--- src/rtl/bin_to_digit_writer.sv ---
// Binary to BCD converter (one double-dabble step per clock) that then streams
// each decimal digit, least significant first, to a seven-segment display writer.
module bin_to_digit_writer #(
    parameter int IN_W   = 26,
    parameter int DIGITS = 8
) (
    input  logic            clk,
    input  logic            reset,
    input  logic            start,
    input  logic [IN_W-1:0] bin,
    output logic            busy,
    output logic            done,
    output logic            write,
    output logic [3:0]      num,
    output logic [2:0]      sel
);

    localparam int BCD_W  = 4 * DIGITS;
    localparam int CNT_MX = (IN_W > DIGITS) ? IN_W : DIGITS;
    localparam int STEP_W = $clog2(CNT_MX) + 1;
    localparam logic [STEP_W-1:0] LAST_CONV  = STEP_W'(IN_W - 1);
    localparam logic [STEP_W-1:0] LAST_WRITE = STEP_W'(DIGITS - 1);

    typedef enum logic [1:0] {IDLE, CONVERT, WRITE, DONE} state_t;

    state_t            state, state_n;
    logic [STEP_W-1:0] step, step_n;
    logic [IN_W-1:0]   sr, sr_n;
    logic [BCD_W-1:0]  bcd, bcd_n, bcd_adj;
    logic              busy_n, done_n, write_n;
    logic [3:0]        num_n;
    logic [2:0]        sel_n;

    function automatic logic [BCD_W-1:0] add3(input logic [BCD_W-1:0] v);
        logic [BCD_W-1:0] r;
        r = v;
        for (int i = 0; i < DIGITS; i++) begin
            if (v[4*i +: 4] >= 4'd5)
                r[4*i +: 4] = v[4*i +: 4] + 4'd3;
        end
        return r;
    endfunction

    always_ff @(posedge clk or negedge reset) begin
        if (!reset) begin
            state <= IDLE;
            step  <= '0;
            sr    <= '0;
            bcd   <= '0;
            busy  <= 1'b0;
            done  <= 1'b0;
            write <= 1'b0;
            num   <= 4'd0;
            sel   <= 3'd0;
        end else begin
            state <= state_n;
            step  <= step_n;
            sr    <= sr_n;
            bcd   <= bcd_n;
            busy  <= busy_n;
            done  <= done_n;
            write <= write_n;
            num   <= num_n;
            sel   <= sel_n;
        end
    end

    always_comb begin
        state_n = state;
        step_n  = step;
        sr_n    = sr;
        bcd_n   = bcd;
        write_n = 1'b0;
        done_n  = 1'b0;
        num_n   = num;
        sel_n   = sel;
        bcd_adj = add3(bcd);

        case (state)
            IDLE: begin
                if (start) begin
                    state_n = CONVERT;
                    step_n  = '0;
                    sr_n    = bin;
                    bcd_n   = '0;
                end
            end
            CONVERT: begin
                bcd_n = {bcd_adj[BCD_W-2:0], sr[IN_W-1]};
                sr_n  = {sr[IN_W-2:0], 1'b0};
                // The last step already presents digit 0 so the first write
                // appears the cycle right after the final shift.
                if (step == LAST_CONV) begin
                    state_n = WRITE;
                    step_n  = '0;
                    write_n = 1'b1;
                    sel_n   = 3'd0;
                    num_n   = bcd_n[3:0];
                end else begin
                    step_n = step + 1'b1;
                end
            end
            WRITE: begin
                if (step == LAST_WRITE) begin
                    state_n = DONE;
                    step_n  = '0;
                    done_n  = 1'b1;
                end else begin
                    step_n  = step + 1'b1;
                    write_n = 1'b1;
                    sel_n   = sel + 3'd1;
                    num_n   = bcd[4*int'(step_n) +: 4];
                end
            end
            DONE: begin
                state_n = IDLE;
            end
            default: begin
                state_n = IDLE;
            end
        endcase

        busy_n = (state_n != IDLE);
    end

endmodule

--- config.mk ---
export PLATFORM = sky130hd
export DESIGN_NAME = bin_to_digit_writer
export DESIGN_NICKNAME = d
export VERILOG_FILES = /design/src/rtl/bin_to_digit_writer.sv
export SDC_FILE = /design/constraint.sdc
export NUM_CORES = 1
export LEC_CHECK = 0
export CAP_MARGIN = 10
export CORE_ASPECT_RATIO = 1.1
export CORE_MARGIN = 2
export CORE_UTILIZATION = 60
export CTS_CLUSTER_DIAMETER = 120
export DETAILED_ROUTE_END_ITERATION = 12
export PLACE_DENSITY = 0.85
export SKIP_LAST_GASP = 1
export SLEW_MARGIN = 5
export SYNTH_ARGS = -nofsm -noshare
export SYNTH_HDL_FRONTEND = slang
export SYNTH_SLANG_ARGS = --single-unit
--- constraint.sdc ---
create_clock -name clk -period 3.25 [get_ports clk]
set_input_delay 0.65 -clock clk [delete_from_list [all_inputs] [get_ports clk]]
set_output_delay 0.65 -clock clk [all_outputs]
set_load 0.02 [all_outputs]
==> impl_metrics.py <==
metrics = {
    "power": {
        "irDropWorstVdd_mv": 0.393,
        "power.density_nw_per_um2": 875,
        "leakage_nw": 2.21,
    },
    "final_layout": {
        "multiInputGateArea_um2": 2290,
        "filler_cell_count": 490,
        "post_route_cells_drive_above_1_share_pct": 8.44,
        "final_cells": 547,
        "final_design_instance_area_without_fill_um2": 5050,
        "sequential_cell_area_um2": 1900,
        "n_antenna_cell": 0,
        "layout.nets": 510,
        "syn_to_final_growth_pct": 14.4,
    },
    "timing": {
        "finalClockSkew_ns": 0.00997,
        "relSlewSlack_pct": 36.4,
        "max_slew.worst_pin.slew_ns": 0.953,
        "period_share_pct": 73.9,
        "finalHoldViolations": 0,
        "final-setup-viol-count": 0,
        "rsz_0062_raised_after_global_routing": "false",
        "max_clock_freq_mhz": 416,
        "final.setup.tns_ns": 0,
        "period_minus_slack_ns": 2.40,
        "fin_max_slew_vios": 0,
    },
    "yosys": {
        "synthesis.yosys.warnings": 0,
        "synth_area_per_cell_um2": 10.3,
        "synth_sequential_area_ratio_pct": 43.1,
        "synthesis.instances": 429,
        "synthesized_nets": 482,
        "yosys_register_bits": 76,
        "synthDominantCellAreaShare_pct": 43.1,
        "post_synth_main_area_contributors": "sky130_fd_sc_hd__dfrtp_1 43%, sky130_fd_sc_hd__ha_1 6.8%, sky130_fd_sc_hd__mux2i_1 6.4%, sky130_fd_sc_hd__o21ai_0 5.6%, sky130_fd_sc_hd__nand2_1 4.3%",
        "synth_ff_type": "sky130_fd_sc_hd__dfrtp_1",
        "count_of_flip_flops_with_a_built_in_enable_after_synthesis": 0,
        "synth_area_um2": 4410,
        "yosys.cell_types.count": 52,
        "netlist.top_cell.by_area": "sky130_fd_sc_hd__dfrtp_1",
        "synth_async_sr_flop_share_pct": 100,
    },
    "drt": {
        "drt_iter0_drc": 274,
        "detailedRoute.firstPassIterationCount": 11,
        "routed-via-count": 3356,
        "avgRoutedWirePerCell_um": 17.3,
        "number_of_design_rule_violations_left_after_detail_routing": 2,
        "ant_nets": 0,
        "number_of_vias_per_cell": 6.14,
        "wirelength_mm": 9.48,
    },
    "critical_path": {
        "critPathCapture": "sel[0]",
        "regToRegEndpoint": "sel[0]",
        "r2r_setup_slack_ns": 0.85,
        "cp_num_buf_inv": 2,
        "endpoint_kind": "flop",
        "timing.reg2reg.worst_path_depth": 7,
        "critical_path_cell_count": 7,
        "worst_path_largest_cell_delay_ns": 0.49,
        "critical_path.reg2reg.startpoint": "state[1]",
        "critPathLaunchType": "flop",
        "critPathTopFamily": "buffers and inverters",
        "critPathKind": "reg -> reg",
        "arrival_ns": 2.64,
        "critPathSlowestCell": "sky130_fd_sc_hd__o22ai_1",
        "cp_cell_instances": "inv_1 -> ha_1 -> buf_4 -> nand4bb_1 -> o22ai_1 -> nand2_1 -> mux2_2",
        "critical_path.startpoint": "state[1]",
        "critical_path.max_fanout": 32,
        "critical_path_required_ns": 3.49,
    },
    "cts": {
        "cts_root_buffer": "sky130_fd_sc_hd__clkbuf_8",
        "h_tree_level_count": 3,
        "cts.clk_slew.worst_paths_ns": 0.08,
        "worstSkewPairLatency_ns": 0.36,
        "clock_sink_count": 76,
        "cts_hold_buf": 0,
        "cts_inserted_buffers": 9,
        "post_cts_buffers": 0,
        "cts_buffer_depth": 2,
        "post_cts.resized_instances": 0,
        "cts_tree": "yes",
    },
    "place": {
        "dpl.hpwl_mm": 6.32,
        "detailed_place.area_um2": 4820,
        "numPlacedInstances": 531,
        "port_buffers": 38,
        "place_congestion": 0.838,
    },
    "status": {
        "failed_checks": "design-rule violations",
        "outcome": "finished, violations left",
    },
    "global_routing": {
        "grt_usage_pct": 25.6,
        "grt_first_pass_wirelength_mm": 16.2,
        "first_global_vias": 3340,
        "grt_antenna_before_repair": 0,
        "grt.overflow.total": 0,
        "grt_start_max_net_pins": 77,
    },
    "floorplan": {
        "start_util_pct": 62.2,
        "die_y_um": 93.9,
        "horiz_die_dim_um": 85.7,
        "placement_rows": 32,
        "core-area_um2": 7090,
        "number_of_i_o_pins": 39,
        "die-area_um2": 8050,
    },
    "hold_path": {
        "hold_class": "in -> async",
    },
    "flow_run": {
        "max-cap-violations": 0,
    },
}
## synthesized netlist by cell type (all sizes together), types with 2 or more instances
| library cell | instances |
|---|---|
| xor2 | 9 |
| mux2 | 10 |
| o221ai | 4 |
| ha | 24 |
| inv | 27 |
| clkbuf | 9 |
| nor3 | 3 |
| nor2b | 5 |
| xnor2 | 7 |
| a22o | 3 |
| o32ai | 6 |
| mux4 | 8 |
| nor2 | 5 |
| dfrtp | 76 |
| buf | 17 |
| o211ai | 2 |
| and2 | 3 |
| o21ai | 50 |
| nand2b | 11 |
| or3 | 2 |
| nand4 | 2 |
| a32o | 7 |
| mux2i | 28 |
| nand3 | 5 |
| nand2 | 51 |
| o22ai | 10 |
| o2111ai | 3 |
| a21oi | 15 |
| o21a | 2 |
| o31ai | 10 |
| a31oi | 2 |
## report_power, final
| part | internal, mW | leakage [nW] | switching (mW) |
|---|---|---|---|
| Clock | 0.436 | 0.110 | 0.373 |
| Combinational | 0.904 | 1.13 | 1.11 |
| Sequential | 1.27 | 0.973 | 0.318 |
## cell usage in the layout (no fill, tap or decap), types with 2 or more instances in the layout
cell type,count
sky130_fd_sc_hd__and2_1,3
sky130_fd_sc_hd__nand4_1,2
sky130_fd_sc_hd__nor3_1,3
sky130_fd_sc_hd__o21a_1,2
sky130_fd_sc_hd__mux4_1,6
sky130_fd_sc_hd__bufinv_16,2
sky130_fd_sc_hd__nor2_1,5
sky130_fd_sc_hd__a31oi_1,2
sky130_fd_sc_hd__ha_1,24
sky130_fd_sc_hd__o2111ai_1,3
sky130_fd_sc_hd__nand2b_1,11
sky130_fd_sc_hd__nand2_1,51
sky130_fd_sc_hd__clkinv_4,2
sky130_fd_sc_hd__or3_1,2
sky130_fd_sc_hd__dfrtp_1,76
sky130_fd_sc_hd__a21oi_1,14
sky130_fd_sc_hd__mux4_2,2
sky130_fd_sc_hd__nor2b_1,5
sky130_fd_sc_hd__o31ai_1,9
sky130_fd_sc_hd__o32ai_1,6
sky130_fd_sc_hd__o22ai_1,10
sky130_fd_sc_hd__a22o_1,3
sky130_fd_sc_hd__o21ai_0,49
sky130_fd_sc_hd__inv_1,27
sky130_fd_sc_hd__xnor2_1,7
sky130_fd_sc_hd__o221ai_1,4
sky130_fd_sc_hd__mux2_2,10
sky130_fd_sc_hd__nand3_1,4
sky130_fd_sc_hd__buf_4,5
sky130_fd_sc_hd__clkbuf_8,9
sky130_fd_sc_hd__clkdlybuf4s50_1,37
sky130_fd_sc_hd__xor2_1,9
sky130_fd_sc_hd__a32o_1,7
sky130_fd_sc_hd__mux2i_1,28
## worst reg2reg max path, stage by stage (launching register included)
cell and delay (ns):
sky130_fd_sc_hd__dfrtp_1 0.43, sky130_fd_sc_hd__inv_1 0.09, sky130_fd_sc_hd__ha_1 0.16, sky130_fd_sc_hd__buf_4 0.43, sky130_fd_sc_hd__nand4bb_1 0.26, sky130_fd_sc_hd__o22ai_1 0.49, sky130_fd_sc_hd__nand2_1 0.14, sky130_fd_sc_hd__mux2_2 0.29
## area by class of cell
cell class                 instances  area share, %
clock buffer                       9           2.45
clock inverter                     7           1.96
inverter                          27           2.01
multi-input combinational        300           45.3
sequential                        76           37.7
tap                               85           2.11
timing repair buffer              43           8.48
## routing by layer
layer	vias up	share of wire (%)	GRT usage [%]
li1	1607	-	-
met1	1619	43	33.1
met2	111	50	43.2
met5	-	0	0
met4	0	2.3	10.1
met3	19	4.2	4.22
## flip-flops by register name, indices dropped and copies added, names as in the netlist
name / flops
bcd: 32
sr: 26
step: 6
num: 4
sel: 3
state: 2
busy: 1
done: 1
write: 1
## per-stage QoR
| step | power, mW | hold slack [ns] | setup WS, ns | utilization [%] |
|---|---|---|---|---|
| after floorplan | 3.09 | 0.354 | 1.33 | - |
| after CTS | 4.42 | 0.479 | 0.870 | 71.2 |
| after detailed placement | 3.58 | 0.470 | 0.862 | 68.1 |
| after global routing | 4.75 | 0.503 | 0.626 | 71.2 |
| final | 4.42 | 0.441 | 0.847 | 71.2 |
| after global placement | 3.47 | 0.461 | 0.970 | 68.1 |
## worst min path at each step
stage                from  endpoint  slack (ns)
floorplan           reset    bcd[0]        0.35
global placement    sr[3]     sr[3]        0.46
detailed placement  sr[6]     sr[6]        0.47
CTS                 reset    sr[17]        0.48
global route        sr[1]     sr[1]        0.50
finish              reset    sr[20]        0.44
## cell families after synthesis
group           after synthesis  share of synthesized area [%]
simple gates                 91                           9.82
compound gates              123                           18.3
fa+ha+maj                    24                           6.81
mux                          46                           13.5
flops                        76                           43.1
xor+xnor                     16                           3.18
buf+inv                      53                           5.30
Power figures use the tool's default switching activity.
